### config.mk
export PLATFORM = sky130hd
export DESIGN_NAME = branch_predictor
export DESIGN_NICKNAME = d
export VERILOG_FILES = /design/src/rtl/branch_predictor.sv
export SDC_FILE = /design/constraint.sdc
export NUM_CORES = 2
export LEC_CHECK = 0
export BUFFER_PORTS_ARGS = -buffer_cell sky130_fd_sc_hd__buf_2
export CORE_UTILIZATION = 55
export CTS_BUF_LIST = sky130_fd_sc_hd__clkbuf_2
export DETAILED_ROUTE_END_ITERATION = 8
export GPL_TIMING_DRIVEN = 0
export HOLD_SLACK_MARGIN = 0.12
export PLACE_DENSITY = 0.71
export SLEW_MARGIN = 10
export SYNTH_ARGS = -nofsm -noshare
export SYNTH_HDL_FRONTEND = slang
export SYNTH_SLANG_ARGS = --single-unit
### constraint.sdc
create_clock -name clk -period 7.48 [get_ports clk]
set_input_delay 1.122 -clock clk [delete_from_list [all_inputs] [get_ports clk]]
set_output_delay 1.122 -clock clk [all_outputs]
set_load 0.005 [all_outputs]
### src/rtl/branch_predictor.sv
// Fetch-side branch predictor: direct-mapped BTB plus 2-bit saturating PHT, registered prediction.
// Optional gshare indexing of the PHT is enabled by defining BP_GSHARE_EN.
module branch_predictor #(
  parameter int BTB_ENTRIES = 32,
  parameter int TAG_W       = 10,
  parameter int PHT_ENTRIES = 256
) (
  input  logic        clk,
  input  logic        rst_n,
  input  logic        fetch_valid,
  input  logic        fetch_stall,
  input  logic        fetch_flush,
  input  logic [31:0] fetch_pc,
  output logic        pre_valid,
  output logic [31:0] pre_pc,
  output logic        pre_is_branch_taken,
  output logic [31:0] pre_branch_addr,
  input  logic        update_en,
  input  logic [31:0] update_pc,
  input  logic        taken_or_not_actual,
  input  logic [31:0] branch_actual_addr
);
  localparam int IW = $clog2(BTB_ENTRIES);
  localparam int PW = $clog2(PHT_ENTRIES);

  logic             r_btb_valid [BTB_ENTRIES];
  logic [TAG_W-1:0] r_btb_tag   [BTB_ENTRIES];
  logic [31:0]      r_btb_tgt   [BTB_ENTRIES];
  logic [1:0]       r_pht       [PHT_ENTRIES];

  logic             r_pre_valid_p1;
  logic [31:0]      r_pre_pc_p1;
  logic             r_pre_taken_p1;
  logic [31:0]      r_pre_addr_p1;

  logic [IW-1:0]    w_f_bidx, w_u_bidx;
  logic [TAG_W-1:0] w_f_tag, w_u_tag;
  logic [PW-1:0]    w_f_pidx, w_u_pidx;
  logic             w_f_hit, w_f_taken;
  logic [31:0]      w_f_addr;
  logic             w_unused;

  function automatic logic [1:0] f_sat_cnt(input logic [1:0] cnt, input logic taken);
    if (taken) return (cnt == 2'b11) ? cnt : cnt + 2'd1;
    else       return (cnt == 2'b00) ? cnt : cnt - 2'd1;
  endfunction

  assign w_f_bidx = fetch_pc[IW+1:2];
  assign w_f_tag  = fetch_pc[IW+TAG_W+1:IW+2];
  assign w_u_bidx = update_pc[IW+1:2];
  assign w_u_tag  = update_pc[IW+TAG_W+1:IW+2];
  assign w_unused = ^{update_pc[31:IW+TAG_W+2], update_pc[1:0]};

`ifdef BP_GSHARE_EN
  logic [PW-1:0] r_ghr;

  // History is non-speculative: it advances only on resolved updates.
  always_ff @(posedge clk or negedge rst_n) begin
    if (!rst_n)         r_ghr <= '0;
    else if (update_en) r_ghr <= {r_ghr[PW-2:0], taken_or_not_actual};
  end

  assign w_f_pidx = fetch_pc[PW+1:2] ^ r_ghr;
  assign w_u_pidx = update_pc[PW+1:2] ^ r_ghr;
`else
  assign w_f_pidx = fetch_pc[PW+1:2];
  assign w_u_pidx = update_pc[PW+1:2];
`endif

  // Stage p0: combinational lookup on the pre-update table contents.
  assign w_f_hit   = r_btb_valid[w_f_bidx] && (r_btb_tag[w_f_bidx] == w_f_tag);
  assign w_f_taken = w_f_hit && r_pht[w_f_pidx][1];
  assign w_f_addr  = w_f_taken ? r_btb_tgt[w_f_bidx] : fetch_pc + 32'd4;

  always_ff @(posedge clk or negedge rst_n) begin
    if (!rst_n) begin
      for (int i = 0; i < BTB_ENTRIES; i++) r_btb_valid[i] <= 1'b0;
      for (int i = 0; i < PHT_ENTRIES; i++) r_pht[i] <= 2'b01;
    end else if (update_en) begin
      r_pht[w_u_pidx] <= f_sat_cnt(r_pht[w_u_pidx], taken_or_not_actual);
      if (taken_or_not_actual) r_btb_valid[w_u_bidx] <= 1'b1;
    end
  end

  // A taken update either refreshes a hit or allocates over the old occupant.
  always_ff @(posedge clk) begin
    if (update_en && taken_or_not_actual) begin
      r_btb_tag[w_u_bidx] <= w_u_tag;
      r_btb_tgt[w_u_bidx] <= branch_actual_addr;
    end
  end

  // Stage p1: prediction register; flush beats stall.
  always_ff @(posedge clk or negedge rst_n) begin
    if (!rst_n) begin
      r_pre_valid_p1 <= 1'b0;
      r_pre_pc_p1    <= '0;
      r_pre_taken_p1 <= 1'b0;
      r_pre_addr_p1  <= '0;
    end else if (fetch_flush) begin
      r_pre_valid_p1 <= 1'b0;
    end else if (!fetch_stall) begin
      r_pre_valid_p1 <= fetch_valid;
      r_pre_pc_p1    <= fetch_pc;
      r_pre_taken_p1 <= w_f_taken;
      r_pre_addr_p1  <= w_f_addr;
    end
  end

  assign pre_valid           = r_pre_valid_p1;
  assign pre_pc              = r_pre_pc_p1;
  assign pre_is_branch_taken = r_pre_taken_p1;
  assign pre_branch_addr     = r_pre_addr_p1;
endmodule

# After elaboration in Yosys (flattened, before gate mapping)
# Memories as Yosys holds them, arrays and structs flattened.
# Cells that the tools add are included.
totals:
  ff_bits: 610
  mem_bits_rw: 1344
  out_inout_bits: 66
  word_cells: 344
  memories: 2
memory_table:
  columns: ["memory", "depth", "width", "read_ports", "rd_clocked_by_memory_dff", "write_ports", "line_no", "text"]
  rows:
  - ["r_btb_tgt", 32, 32, 1, 0, 1, "28", "logic [31:0] r_btb_tgt [BTB_ENTRIES];"]
  - ["r_btb_tag", 32, 10, 1, 0, 1, "27", "logic [TAG_W-1:0] r_btb_tag [BTB_ENTRIES];"]
classes:
  n_addsub: 3
  magnitude_cmp: 6
  n_eq_ne: 3
  n_mux: 23
  bitwise: 7
  n_reduce_logical: 8
ops:
  columns: ["op", "n"]
  rows:
  - ["bitwise mux 512 bit", 1]
  - ["adder 32 x 3 -> 32 bit, second input constant", 1]
  - ["binary-select mux 2 bit (select 8 bit)", 2]
  - ["2-to-1 mux 32 bit", 1]
  - ["bitwise OR 32 bit", 1]
  - ["greater-or-equal comparator 9 bit, second input constant", 2]
  - ["2-to-1 mux 2 bit", 9]
  - ["inverter 8 -> 9 bit", 2]
  - ["demux 2 bit (select 8 bit)", 1]
  - ["greater-or-equal comparator 6 bit, second input constant", 2]
  - ["inverter 5 -> 6 bit", 2]
  - ["equality test 10 bit", 1]
  - ["< comparator 9 x 1 -> 1 bit, second input constant", 1]
  - ["2-to-1 mux 1 bit", 7]
  - ["< comparator 6 x 1 -> 1 bit, second input constant", 1]
  - ["binary-select mux 1 bit (select 5 bit)", 1]
  - ["demux 1 bit (select 5 bit)", 1]
  - ["logical AND 1 bit", 5]
  - ["AND reduction 2 bit", 2]
  - ["adder 2 x 1 -> 2 bit, second input constant", 1]
  - ["equality test 2 bit, second input constant", 1]
  - ["zero test 2 bit", 1]
  - ["inequality test 2 x 1 -> 1 bit, second input constant", 1]
  - ["inverter 1 bit", 2]
  - ["subtractor 2 x 1 -> 2 bit, second input constant", 1]

# Depth between registers and ports, before layout
logic_depth:
  ltp_word: 9
  ltp_mapped: 17
  ltp_nobuf: 9

# Worst setup path before layout
# Ideal clock, no wire load.
synth_timing:
  kind: "input-to-reg"
  startpoint: "input port update_pc[5]"
  endpoint: "memory r_btb_tag[14][0], enable pin"
  setup_time_ps: 495
  t_arrival_ps: 5808
  path_slack_ps: 1178
  path_stages: 7
  path_buffers: 5
  path_cell_list: "buf_2 > buf_1 > clkbuf_1 > clkbuf_1 > nand2_1 > clkbuf_1 > nor3_1"
synth_rtl:
  columns: ["element", "line_no", "text"]
  rows:
  - ["from (decl)", "19", "input logic [31:0] update_pc,"]
  - ["to (decl)", "27", null]
# Straight into the memory's write port.

# Worst setup path in the final report
layout_timing:
  startpoint: "input port fetch_pc[3]"
  endpoint: "register r_pre_addr_p1[17], in the netlist pre_branch_addr[17]"
layout_between:
  elab_chain_len: 7
layout_lines:
  columns: ["element", "line_no", "text"]
  rows:
  - ["from (decl)", "13", "input logic [31:0] fetch_pc,"]
  - ["branches (longest 6 deep; another with inverter 8 -> 9 bit)", null, null]
  - ["2-to-1 mux 32 bit (*)", "73", "assign w_f_addr = w_f_taken ? r_btb_tgt[w_f_bidx] : fetch_pc + 32'd4;"]
  - ["to (signal assigned)", "106", "r_pre_addr_p1 <= w_f_addr;"]
  - ["to (decl)", "34", "logic [31:0] r_pre_addr_p1;"]
# Mark *: on every way between the ends. The select of a mux whose other input is x is not followed.
# A chain may end at the register's enable or synchronous reset.

==> flow_summary_export.csv <==
group,metric,value,unit
routing,wl,279100,µm
placed_design,placed_cell_area,88750,µm²
global_route,grt_pass1_vias,55720,
clock_tree,cts_buffers,489,
routing,wl_per_cell,33.91,µm
critical_path,cp.arrival,8490,ps
power_and_ir_drop,p_sw_share,27.79,%
timing,period_minus_slack,6672,ps
power_and_ir_drop,vdd_drop_max,0.0002084,V
logic_synthesis,synth_area,83310,µm²
timing,relSlewSlack,-0.9074,%
final_layout,fin_area,94790,µm²
placed_design,place_hpwl,181800,µm
final_layout,area.growth.synth_to_final,13.79,%
routing,vias,56290,
clock_tree,cts_resized,0,
clock_tree,clockRootBuffer,"clkbuf_2",
critical_path,cp.required,9300,ps
floorplan,start_util,55.49,%
final_layout,drive_above_1_share,36.15,%
power_and_ir_drop,switchingPower,5.978,mW
critical_path,critPathLaunchType,"input port",
logic_synthesis,ys_types,74,
timing,max_freq,0.1499,GHz
critical_path,reg2reg_setup_slack,2520,ps
power_and_ir_drop,seqPwrFrac,56.5,%
clock_tree,cts_tree,"done",
power_and_ir_drop,p_per_area,227.0,nW/µm²
timing,tightest_slew,1514,ps
routing,drt-pass1-iter-count,6,
global_route,grt.total_usage,36.77,%
global_route,grt_max_degree,111,
critical_path,critPathKind,"input port to flop",
logic_synthesis,ys_ff_latch,1954,
placed_design,placed_cells,7183,
routing,post-route-drc-count,0,
logic_synthesis,synthFlopType,"edfxtp_1",
timing,skew,254.0,ps
final_layout,fillers,10830,
clock_tree,clock-sinks,1954,
floorplan,die_area,153000,µm²
clock_tree,clk-insertion-delay-late,1990,ps
global_route,grt-ovfl-total,0,
clock_tree,clk_path_buf_depth,4,
hold_path,worstHoldPathType,"input port to flop",
logic_synthesis,ys_seq_area_share,67.15,%
power_and_ir_drop,clkPwrFrac,33.3,%
routing,ant_nets,0,
global_route,antenna_found_initial,20,
final_layout,layout.nets,5930,
outcome,violations,"capacitance limit, slew limit",
clock_tree,clkTransAtPathRegs,120,ps
logic_synthesis,synth_warnings,0,
clock_tree,cts_setup_buffers,0,
placed_design,gp_congestion,0.9902,
timing,fin_hold_ws,233.2,ps
logic_synthesis,synth_edf_count,1344,
timing,maxSlewViolCount,11,
timing,rsz0062_at_grt,"no",
logic_synthesis,postSynthCellCount,4882,
logic_synthesis,async_reset_ff_share,31.22,%
routing,viasPerCell,6.838,
power_and_ir_drop,combPwrFrac,10.2,%
outcome,status,"complete, but fails checks",
floorplan,core-area,150100,µm²
run,maxCapViolCount,1,
timing,finalHoldViolations,0,
critical_path,cp-end-kind,"flop",
critical_path,cp_max_fo,10,
timing,post-route-period-util,89.20,%
logic_synthesis,syn-num-nets,4986,
global_route,grt_pass1_wl,394300,µm
timing,tns,0,ps
timing,final-setup-viol-count,0,
logic_synthesis,postSynthAreaPerCell,17.06,µm²
floorplan,die_x,391.2,µm
critical_path,timing.rr.start,"r_pht[289]",
floorplan,num_io_pins,169,
clock_tree,cts_max_level,5,
power_and_ir_drop,internal_power,15.54,mW
floorplan,rows,142,
power_and_ir_drop,p_leak,33.62,nW
clock_tree,hold_buffers,168,
hold_path,hp-start,"branch_actual_addr[6]",
critical_path,setup.worst_path.start,"fetch_pc[3]",
routing,drt_iter0_drc,8676,
floorplan,die_h,391.2,µm
final_layout,layout.cells.non_filler,8231,
placed_design,portBuffers,142,
[cells in the mapped netlist (35+ instances only)]
master | count | share of area (%)
edfxtp_1 | 1344 | 48
mux4_2 | 604 | 16
dfrtp_1 | 354 | 11
o21ai_0 | 297 | 1.8
clkbuf_1 | 284 | 1.3
a21oi_1 | 277 | 1.7
dfstp_2 | 256 | 8.1
a31oi_1 | 245 | 1.8
nor2_1 | 194 | 0.87
nand2_1 | 189 | 0.85
o31ai_1 | 119 | 1.1
o31ai_2 | 104 | 1.6
mux2i_1 | 101 | 1.2
buf_2 | 78 | 0.47
mux2_2 | 42 | 0.57
or2_2 | 35 | 0.26
[final cells by class]
class | count | area, µm² | share of cell area (%)
Clock inverter | 158 | 748.2 | 0.7893
Inverter | 7 | 26.28 | 0.02772
Antenna cell | 10 | 25.02 | 0.02640
Tap cell | 2016 | 2522 | 2.661
Buffer | 443 | 2069 | 2.183
Clock buffer | 712 | 3563 | 3.759
Sequential cell | 1954 | 55940 | 59.02
Multi-Input combinational cell | 2478 | 25500 | 26.90
Timing Repair Buffer | 453 | 4395 | 4.637
[kinds of logic (layout without fill, tap and decap cells)]
kind of cell,after synthesis,after routing,synth area share [%]
DFF,1954,1954,67.15
AOI/OAI and AO/OA,1133,1133,8.801
muxes,747,747,18.11
and+or+nand+nor,564,564,3.073
buffers and inverters,450,1773,2.501
xor gates and xnor gates,33,33,0.3469
adders and majority gates,1,1,0.01502
other,0,10,0
[metal layers]
metal  vias up  share of wire [%]  wire length [µm]  global-route usage (%)
met2      4820                 45            126700                   55.02
met4        12                5.7             15790                   19.49
li1      21930                  -                 -                       -
met1     28530                 35             97300                   48.63
met3       997                 14             39220                   11.36
met5         -              0.024                67                       0
[worst paths after layout]
kind | to | cells past startpoint
worst min register to register | r_pht[80] | 2
max in group asynchronous | r_btb_valid[7] | 7
worst min-delay path | r_btb_tgt[29][6] | 2
worst max register to register | r_pht[465] | 10
min in group asynchronous | r_pht[193] | 4
worst max-delay path | pre_branch_addr[17] | 17
[power by group through the flow]
| stage | combinational (mW) | clock, mW | sequential (mW) |
|---|---|---|---|
| floorplan | 1.22 | 0 | 12.3 |
| global placement | 1.98 | 0 | 12.4 |
| detailed placement | 2.05 | 0 | 12.4 |
| CTS | 2.13 | 7.17 | 12.1 |
| global route | 2.28 | 7.72 | 12.2 |
| finish | 2.19 | 7.17 | 12.2 |
[state kept, by name, indices dropped and copies added, names as in the netlist]
register,flops
pre_branch_addr,32
pre_is_branch_taken,1
pre_pc,32
pre_valid,1
r_btb_tag,320
r_btb_tgt,1024
r_btb_valid,32
r_pht,512
[per-stage QoR]
| step | setup WS (ps) | utilization, % | power, mW |
|---|---|---|---|
| 3_5_place_dp | 62.55 | 59.11 | 14.41 |
| 2_1_floorplan | 1178 | - | 13.52 |
| 4_1_cts | 1236 | 63.12 | 21.44 |
| 5_1_grt | 972.6 | 63.14 | 22.18 |
| 3_3_place_gp | -7626 | 57.64 | 14.33 |
| 6_report | 808.0 | 63.14 | 21.52 |
[placed cells by master (no fill, tap or decap), drive strengths merged, types with 36 or more instances in the layout]
cell / Yosys / routed
edfxtp: 1344 / 1344
o21ai: 304 / 304
clkbuf: 284 / 999
dfrtp: 354 / 354
clkinv: 0 / 147
a31oi: 245 / 245
buf: 159 / 442
dfstp: 256 / 256
mux4: 604 / 604
or2: 36 / 36
nand2: 189 / 189
dlygate4sd3: 0 / 167
nor2: 194 / 194
mux2: 42 / 42
o31ai: 223 / 223
mux2i: 101 / 101
a21oi: 278 / 278
[critical path: stages]
cell	delay, ps
dlygate4sd3_1	520
buf_2	250
buf_2	410
buf_2	500
buf_2	480
buf_2	420
buf_2	530
buf_2	560
clkbuf_1	890
clkbuf_1	740
mux4_2	410
mux4_2	470
nor2_1	230
nor2_1	90
mux2i_1	140
o21ai_0	90
dlygate4sd3_1	590
Power figures use the tool's default switching activity.
